**config.mk**
```make
export PLATFORM = sky130hd
export DESIGN_NAME = pcie_msi_scheduler
export DESIGN_NICKNAME = d
export VERILOG_FILES = /design/src/rtl/pcie_msi_scheduler.sv
export SDC_FILE = /design/constraint.sdc
export NUM_CORES = 1
export LEC_CHECK = 0
export ABC_AREA = 1
export ABC_CLOCK_PERIOD_IN_PS = 4250
export CAP_MARGIN = 20
export CORE_UTILIZATION = 36
export DETAILED_ROUTE_END_ITERATION = 7
export HOLD_SLACK_MARGIN = 0.12
export PLACE_DENSITY = 0.73
export SYNTH_ARGS = -nofsm -noshare
export SYNTH_HDL_FRONTEND = slang
export SYNTH_SLANG_ARGS = --single-unit
```
**constraint.sdc**
```tcl
create_clock -name clk -period 4.25 [get_ports clk]
set_input_delay 1.275 -clock clk [delete_from_list [all_inputs] [get_ports clk]]
set_output_delay 1.275 -clock clk [all_outputs]
set_load 0.01 [all_outputs]
```
**src/rtl/pcie_msi_scheduler.sv**
```systemverilog
// Shares the function-0 MSI port of the PCIe hard block between NUM_IRQ requesters:
// latches/coalesces requests, round-robin selects, issues one MSI at a time, retries on fail/timeout.
module pcie_msi_scheduler #(
   parameter int unsigned NUM_IRQ        = 8,
   parameter int unsigned TIMEOUT_CYCLES = 1024,
   parameter int unsigned BACKOFF_CYCLES = 64
) (
   input  logic               clk,
   input  logic               rst,
   input  logic [NUM_IRQ-1:0] irq_req,
   output logic [NUM_IRQ-1:0] irq_pending,
   input  logic [3:0]         cfg_interrupt_msi_enable,
   input  logic [11:0]        cfg_interrupt_msi_mmenable,
   output logic [31:0]        cfg_interrupt_msi_int,
   input  logic               cfg_interrupt_msi_sent,
   input  logic               cfg_interrupt_msi_fail,
   output logic [3:0]         cfg_interrupt_msi_function_number,
   output logic [15:0]        fail_count
);

   localparam int unsigned IDXW = (NUM_IRQ > 1) ? $clog2(NUM_IRQ) : 1;
   localparam int unsigned TMAX = (TIMEOUT_CYCLES > BACKOFF_CYCLES) ? TIMEOUT_CYCLES : BACKOFF_CYCLES;
   localparam int unsigned TW   = (TMAX > 1) ? $clog2(TMAX + 1) : 1;

   typedef enum logic [1:0] {
      S_IDLE,
      S_ISSUE,
      S_WAIT,
      S_BACKOFF
   } state_t;

   state_t             state_q, state_d;
   logic [NUM_IRQ-1:0] pending_q, pending_d;
   logic [IDXW-1:0]    ptr_q, ptr_d;
   logic [IDXW-1:0]    cur_q, cur_d;
   logic [TW-1:0]      timer_q, timer_d;
   logic [15:0]        fail_cnt_q, fail_cnt_d;

   logic               sel_found;
   logic [IDXW-1:0]    sel_idx;
   logic [IDXW-1:0]    cur_next;
   logic [4:0]         vec_max;
   logic [4:0]         vec;
   logic               delivery_failed;
   logic               unused_cfg;

   assign unused_cfg = ^{cfg_interrupt_msi_enable[3:1], cfg_interrupt_msi_mmenable[11:3]};

   function automatic int unsigned wrap_idx(input int unsigned a);
      return (a >= NUM_IRQ) ? a - NUM_IRQ : a;
   endfunction

   // First pending index at or above the pointer, wrapping around.
   always_comb begin
      sel_found = 1'b0;
      sel_idx   = '0;
      for (int unsigned k = 0; k < NUM_IRQ; k++) begin
         if (!sel_found && pending_q[IDXW'(wrap_idx(32'(ptr_q) + k))]) begin
            sel_found = 1'b1;
            sel_idx   = IDXW'(wrap_idx(32'(ptr_q) + k));
         end
      end
   end

   assign cur_next = (32'(cur_q) == NUM_IRQ - 1) ? '0 : cur_q + IDXW'(1);

   // Requesters above the granted vector count all alias onto the top granted vector.
   always_comb begin
      vec_max = 5'd31;
      case (cfg_interrupt_msi_mmenable[2:0])
         3'd0:    vec_max = 5'd0;
         3'd1:    vec_max = 5'd1;
         3'd2:    vec_max = 5'd3;
         3'd3:    vec_max = 5'd7;
         3'd4:    vec_max = 5'd15;
         default: vec_max = 5'd31;
      endcase
      vec = (32'(cur_q) > 32'(vec_max)) ? vec_max : 5'(cur_q);
   end

   assign cfg_interrupt_msi_int             = (state_q == S_ISSUE) ? (32'd1 << vec) : '0;
   assign cfg_interrupt_msi_function_number = '0;
   assign irq_pending                       = pending_q;
   assign fail_count                        = fail_cnt_q;

   assign delivery_failed = cfg_interrupt_msi_fail ||
                            (!cfg_interrupt_msi_sent && (timer_q <= TW'(1)));

   always_comb begin
      state_d    = state_q;
      pending_d  = pending_q;
      ptr_d      = ptr_q;
      cur_d      = cur_q;
      timer_d    = timer_q;
      fail_cnt_d = fail_cnt_q;

      case (state_q)
         S_IDLE: begin
            if (cfg_interrupt_msi_enable[0] && sel_found) begin
               cur_d   = sel_idx;
               state_d = S_ISSUE;
            end
         end
         S_ISSUE: begin
            pending_d[cur_q] = 1'b0;
            timer_d          = TW'(TIMEOUT_CYCLES);
            state_d          = S_WAIT;
         end
         S_WAIT: begin
            if (delivery_failed) begin
               pending_d[cur_q] = 1'b1;
               if (fail_cnt_q != 16'hFFFF) begin
                  fail_cnt_d = fail_cnt_q + 16'd1;
               end
               ptr_d   = cur_next;
               timer_d = TW'(BACKOFF_CYCLES);
               state_d = S_BACKOFF;
            end else if (cfg_interrupt_msi_sent) begin
               ptr_d   = cur_next;
               state_d = S_IDLE;
            end else begin
               timer_d = timer_q - TW'(1);
            end
         end
         S_BACKOFF: begin
            if (timer_q <= TW'(1)) begin
               state_d = S_IDLE;
            end else begin
               timer_d = timer_q - TW'(1);
            end
         end
         default: state_d = S_IDLE;
      endcase

      // A new request in the same cycle as the issue-clear must survive.
      pending_d = pending_d | irq_req;
   end

   always_ff @(posedge clk) begin
      if (rst) begin
         state_q    <= S_IDLE;
         pending_q  <= '0;
         ptr_q      <= '0;
         cur_q      <= '0;
         timer_q    <= '0;
         fail_cnt_q <= '0;
      end else begin
         state_q    <= state_d;
         pending_q  <= pending_d;
         ptr_q      <= ptr_d;
         cur_q      <= cur_d;
         timer_q    <= timer_d;
         fail_cnt_q <= fail_cnt_d;
      end
   end

endmodule

```
==> results of run 1 <==
[state kept, by name, summed over array words and instances, names as in the netlist]
name and cells:
cur_q 3, fail_count 16, irq_pending 8, ptr_q 3
state_q 2, timer_q 11
[cell usage after synthesis, types with 2 or more instances]
library cell and instances:
ha_1 15, buf_4 29, nand3_1 28, o21bai_1 7, buf_2 2, dfxtp_1 43
o21ai_1 5, nand2_1 107, a21oi_2 2, nor2_1 58, inv_2 2, o21ai_0 26
nor4_1 2, a21oi_1 30, o22ai_1 6, nand2_4 5, nor2_4 2, clkbuf_1 4
inv_1 66, nor3_1 22, nand2_2 9, nor2_2 2, xnor2_1 4, xor2_1 9
nand4_1 10, nand3b_1 2, nand3_2 10, a31oi_1 6, nor3b_1 3
[area by class of cell]
class                      count  area, µm²  share of cell area
multi-input combinational    408       2300               0.539
sequential                    43        861               0.202
timing repair buffer          61        547               0.128
inverter                      70        265              0.0621
tap                          129        161              0.0378
clock buffer                   6       72.6              0.0170
clock inverter                 2       60.1              0.0141
[worst reg2reg max path, stage by stage (launching register included)]
cell and delay (ns):
dfxtp_1 0.62, inv_4 0.19, ha_1 0.43, inv_1 0.24, nand3_1 0.16, nand3_2 0.15
nand2_4 0.08, nor2_8 0.11, nand4_4 0.10, nor2_4 0.16, nand3_2 0.11, nand2_2 0.09
nand2_2 0.07, nand2_2 0.08, nand2_1 0.06, nand2_1 0.06, nor2_1 0.05
[cells in the final DEF (no fill, tap or decap), types with 5 or more instances in the layout]
master | Yosys | layout
a21oi_1 | 30 | 30
a31oi_1 | 6 | 6
buf_2 | 2 | 8
buf_4 | 29 | 13
clkbuf_8 | 0 | 5
clkdlybuf4s50_1 | 0 | 36
conb_1 | 1 | 28
dfxtp_1 | 43 | 43
ha_1 | 15 | 14
inv_1 | 66 | 64
nand2_1 | 107 | 100
nand2_2 | 9 | 16
nand2_4 | 5 | 5
nand3_1 | 28 | 28
nand3_2 | 10 | 10
nand4_1 | 10 | 10
nor2_1 | 58 | 52
nor2_2 | 2 | 6
nor3_1 | 22 | 22
o21ai_0 | 26 | 22
o21ai_1 | 5 | 5
o21bai_1 | 7 | 7
o22ai_1 | 6 | 5
xor2_1 | 9 | 9
[metal layers]
metal	GRT usage	wire length, µm	vias to the layer above
met4	0.0713	282	0
met5	0	0	-
met3	0.0277	386	30
met2	0.318	4140	110
li1	-	-	1793
met1	0.217	3840	1617
[what timing repair did]
item | CTS | global route
pin swaps | 8 | 11
cloned | 0 | 0
buffers inserted | 9 | 0
setup endpoints to repair | 8 | 8
resized for setup | 62 | 18
[power groups by stage]
stage	sequential [mW]	clock [mW]	combinational (mW)
2_1_floorplan	0.583	0	1.28
3_3_place_gp	0.612	0	1.52
3_5_place_dp	0.616	0	1.57
4_1_cts	0.608	0.385	1.60
5_1_grt	0.625	0.405	1.87
6_report	0.611	0.380	1.66
[logic make-up after synthesis]
family,Yosys count
buffers and inverters,107
other,1
XOR/XNOR,13
adder cells (fa/ha/maj),15
flip-flops,43
AND/OR/NAND/NOR,267
AO/OA/AOI/OAI,85
[path summary, 6_finish.rpt]
check | endpoint | from | cells after the start
max reg2reg | state_q[0]$_SDFFE_PP0P_ | ptr_q[0]$_SDFFE_PP0P_ | 16
min | fail_count[2]$_SDFFE_PP0P_ | fail_count[2]$_SDFFE_PP0P_ | 1
min reg2reg | fail_count[2]$_SDFFE_PP0P_ | fail_count[2]$_SDFFE_PP0P_ | 1
max | cfg_interrupt_msi_int[4] | cfg_interrupt_msi_mmenable[2] | 12
==> run_results.csv, run 1 <==
group,metric,value,unit
floorplanning,ios,88,
timing,fin_ws,-0.0327,ns
power,power_per_cell_area,620,nW/µm²
timing,post-route-period-util,1.01,
power,switching_power,1.32,mW
routing,wl,8640,µm
run_status,status,"complete, but fails checks",
synthesis,yosys_most_used_dff,"dfxtp_1",
placement,gp_congestion,0.893,
worst_setup_path,end_kind,"output pin",
synthesis,synth_xor_area_frac,0.0325,
global_routing,antenna_found_initial,0,
placement,hpwl,6430,µm
synthesis,ys_seq_area_frac,0.245,
worst_setup_path,critPathMostFrequentCell,"nor2_4",
worst_setup_path,path_cells,"buf_8 > nor2_4 > nor2_4 > inv_2 > ha_4 > nand3b_1 > buf_4 > o21ai_4 > o21ai_2 > or2_4 > nor2_2 > buf_2",
layout,layout-drive-gt1-share,0.158,
layout,fin_area,4270,µm²
worst_hold_path,hold_class,"reg2reg",
synthesis,synth_edf_count,0,
global_routing,grt_max_degree,21,
cts,ctsHoldBuffers,0,
global_routing,grt_pass1_vias,3388,
worst_setup_path,cp_slowest_cell,"ha_4",
floorplanning,dieArea,10100,µm²
routing,ant_nets,0,
power,p_leak,1.84,nW
synthesis,synth_warnings,0,
power,clockPowerShare,0.144,
layout,area_growth,21.7,%
placement,placed_cells,702,
synthesis,synth-seq-cells,43,
timing,fmax,233,MHz
timing,finClkSkew,0.00776,ns
timing,slew_headroom,0.517,
synthesis,synthMuxAreaShare,0,
routing,drt-vias-per-instance,4.94,
synthesis,ys_top_cells_by_area,"dfxtp_1 25%, nand2_1 11%, inv_1 7.1%",
timing,holdWs,0.478,ns
worst_setup_path,startpoint_type,"input pin",
layout,final_util,0.458,
floorplanning,die_w,101,µm
timing,drv_slew,0,
power,swShare,0.499,
synthesis,async_flop_share,0,
timing,tns,-0.109,ns
timing,setup_violations,6,
floorplanning,start_util,0.376,
routing,drt_iter0_markers,147,
worst_setup_path,crit_fanout,6,
power,p_comb_frac,0.626,
worst_setup_path,cp.required,2.97,ns
power,seqPwrFrac,0.231,
cts,cts_tree,"done",
synthesis,synthCells,531,
cts,worstSkewPairLatency,0.30,ns
layout,stdcell_count,719,
synthesis,syn-cell-area,3510,µm²
cts,ctsHtreeMaxLevel,2,
cts,cts.clk_slew.worst_paths,0.08,ns
global_routing,grt_util_all_layers,0.179,
floorplanning,dieHeight,101,µm
worst_setup_path,cp_top_family,"simple AND/OR/NAND/NOR gates",
worst_setup_path,critPathMaxStageDelay,0.27,ns
floorplanning,core,9330,µm²
timing,finalHoldViolCount,0,
cts,cts_buffers,5,
power,p_int,1.33,mW
timing,period_needed,4.28,ns
layout,num_antenna_cells,0,
cts,cts_root_buf,"clkbuf_8",
worst_setup_path,critPathKind,"in2out",
worst_setup_path,cp_num_buf_inv,4,
power,finalPower,2.65,mW
synthesis,synth_compound_area_frac,0.135,
placement,place_area,4000,µm²
routing,first_pass_iters,5,
synthesis,synth_area_per_cell,6.60,µm²
routing,vias,3550,
timing,worst_pin_slew,0.725,ns
power,vdd_drop_max,227,µV
placement,dpl_worst_slack,-1.02,ns
run_status,violations,"negative setup slack",
worst_setup_path,worstPathArrival,3.01,ns
synthesis,synth.distinct_cells,44,
global_routing,globalRouteOverflowTotal,0,
global_routing,grt_pass1_wl,14900,µm
cts,clock-sinks,43,
routing,drc_errors,0,
layout,nets,632,
worst_setup_path,reg2reg_slack,1.39,ns
placement,io_buffers,47,
synthesis,yosys.area_share.simple,0.379,
synthesis,yosysTopAreaCellShare,0.245,
cts,clk_path_buf_depth,2,
synthesis,synth_top_family_by_area,"simple AND/OR/NAND/NOR gates",
timing,rsz0062_at_grt,"true",
routing,avgRoutedWirePerCell,12.0,µm
layout,fillers,940,
floorplanning,num_rows,35,
synthesis,synthAdderAreaFrac,0.0535,
synthesis,synth_top_area_cell,"dfxtp_1",
run,cap_violations,0,
Power figures use the tool's default switching activity.
==> run 2: changes to the inputs <==
--- a/config.mk
+++ b/config.mk
@@ -6,7 +6,7 @@
 export NUM_CORES = 1
 export LEC_CHECK = 0
 export ABC_AREA = 1
-export ABC_CLOCK_PERIOD_IN_PS = 4250
+export ABC_CLOCK_PERIOD_IN_PS = 5300
 export CAP_MARGIN = 20
 export CORE_UTILIZATION = 36
 export DETAILED_ROUTE_END_ITERATION = 7
==> constraint.sdc (replaced) <==
create_clock -name clk -period 5.3 [get_ports clk]
set_input_delay 1.59 -clock clk [delete_from_list [all_inputs] [get_ports clk]]
set_output_delay 1.59 -clock clk [all_outputs]
set_load 0.01 [all_outputs]
==> run_results.csv, run 2 (same netlist as run 1, synthesis figures left out) <==
group,metric,value,unit
worst_hold_path,hold_class,"reg2reg",
placement,io_buffers,47,
floorplanning,core,9330,µm²
worst_setup_path,startpoint_type,"input pin",
layout,nets,631,
cts,clock-sinks,43,
cts,cts_tree,"done",
cts,cts_root_buf,"clkbuf_8",
global_routing,grt_max_degree,21,
placement,hpwl,6420,µm
layout,area_growth,19.9,%
worst_hold_path,hold_depth,1,
routing,vias,3486,
timing,rsz0062_at_grt,"false",
global_routing,globalRouteOverflowTotal,0,
layout,final_cell_mix,"101 x nand2_1, 63 x inv_1, 51 x nor2_1, 43 x dfxtp_1, 36 x clkdlybuf4s50_1",
power,seqPwrFrac,0.244,
layout,num_antenna_cells,0,
routing,first_pass_iters,5,
worst_setup_path,ff2ff_path_depth,16,
layout,layout-drive-gt1-share,0.153,
routing,drc_errors,0,
timing,worst_pin_slew,0.746,ns
power,power_per_cell_area,482,nW/µm²
worst_setup_path,cp.required,3.71,ns
power,p_int,0.960,mW
routing,ant_nets,0,
cts,clk_path_buf_depth,2,
power,clockPowerShare,0.102,
placement,dpl_worst_slack,-0.643,ns
power,vdd_drop_max,166,µV
run,cap_violations,0,
global_routing,grt_pass1_wl,14300,µm
run_status,status,"finished, final reports clean",
global_routing,antenna_found_initial,0,
timing,post-route-period-util,0.981,
floorplanning,ios,88,
routing,wl,8660,µm
cts,cts.clk_slew.worst_paths,0.09,ns
timing,drv_slew,0,
worst_setup_path,end_kind,"output pin",
routing,drt_iter0_markers,138,
routing,avgRoutedWirePerCell,12.1,µm
power,switching_power,1.07,mW
floorplanning,start_util,0.376,
worst_setup_path,critPathKind,"in2out",
layout,largest_register_ffs,16,
power,p_leak,1.82,nW
floorplanning,num_rows,35,
cts,worstSkewPairLatency,0.30,ns
timing,finClkSkew,0.0124,ns
worst_setup_path,worstPathArrival,3.61,ns
power,finalPower,2.03,mW
layout,final_common_cell,"nand2_1",
timing,holdWs,0.493,ns
power,p_comb_frac,0.654,
floorplanning,die_w,101,µm
timing,finalHoldViolCount,0,
floorplanning,dieArea,10100,µm²
worst_setup_path,crit_fanout,6,
global_routing,grt_pass1_vias,3297,
timing,setup_violations,0,
power,swShare,0.527,
cts,cts_buffers,5,
cts,ctsHtreeMaxLevel,2,
floorplanning,dieHeight,101,µm
timing,fin_ws,0.0993,ns
routing,drt-vias-per-instance,4.86,
timing,fmax,192,MHz
timing,slew_headroom,0.503,
timing,period_needed,5.20,ns
placement,gp_congestion,0.872,
global_routing,grt_util_all_layers,0.172,
## run 2: cell count changes in the layout (fill, tap and decap cells not counted), moves of 2 or more
cell / before / now
buf_2: 8 / 6
buf_4: 13 / 11
bufinv_16: 2 / 0
clkbuf_2: 0 / 2
dlymetal6s2s_1: 0 / 2
nor2_2: 6 / 9
nor2_4: 4 / 2
## run 2: critical path, stage by stage
cell and delay [ns]:
dlygate4sd2_1 0.26, nor2_2 0.06, nor2_2 0.17, inv_2 0.07
ha_4 0.27, nand3b_1 0.12, buf_6 0.15, o21ai_4 0.26
o21ai_2 0.12, or2_4 0.29, nor2_2 0.10, buf_2 0.14
## run 2: final timing paths
path | from | endpoint | slack [ns]
max | cfg_interrupt_msi_mmenable[2] | cfg_interrupt_msi_int[7] | 0.1
min | fail_count[2]$_SDFFE_PP0P_ | fail_count[2]$_SDFFE_PP0P_ | 0.49
max reg2reg | ptr_q[0]$_SDFFE_PP0P_ | state_q[0]$_SDFFE_PP0P_ | 2.42
min reg2reg | fail_count[2]$_SDFFE_PP0P_ | fail_count[2]$_SDFFE_PP0P_ | 0.49
## run 2: what timing repair did
action | 4_1_cts | 5_1_grt
setup endpoints to repair | 8 | 8
resized for setup | 39 | 25
pin swaps | 3 | 7
hold buffers | 0 | 0
buffers inserted | 8 | 1
## run 2: layout make-up
cell class / instances / area, µm²
multi-input combinational: 408 / 2290
clock inverter: 2 / 12.5
timing repair buffer: 60 / 539
sequential: 43 / 861
clock buffer: 6 / 72.6
fill: 964 / 5120
inverter: 70 / 265
tap: 129 / 161
## run 2: power groups by stage
| stage | clock network [mW] | registers [mW] | logic (mW) |
|---|---|---|---|
| after global routing | 0.227 | 0.505 | 1.49 |
| after CTS | 0.213 | 0.493 | 1.28 |
| final | 0.207 | 0.495 | 1.33 |
| after global placement | 0 | 0.497 | 1.20 |
| after floorplan | 0 | 0.467 | 1.02 |
| after detailed placement | 0 | 0.499 | 1.25 |
## run 2: per-stage QoR
step	TNS [ns]	instance area, µm²	utilization	std cells
global placement	-3.75	4000	0.428	701
detailed placement	-4.61	4000	0.428	701
CTS	0	4170	0.447	717
global route	0	4200	0.451	718
finish	0	4200	0.451	718
floorplan	0	3610	-	558
## run 2: metal layers
metal / GRT usage / part of all wire
met5: 0 / 0
met4: 0.0368 / 0.015
met3: 0.0277 / 0.041
met2: 0.309 / 0.48
met1: 0.215 / 0.47
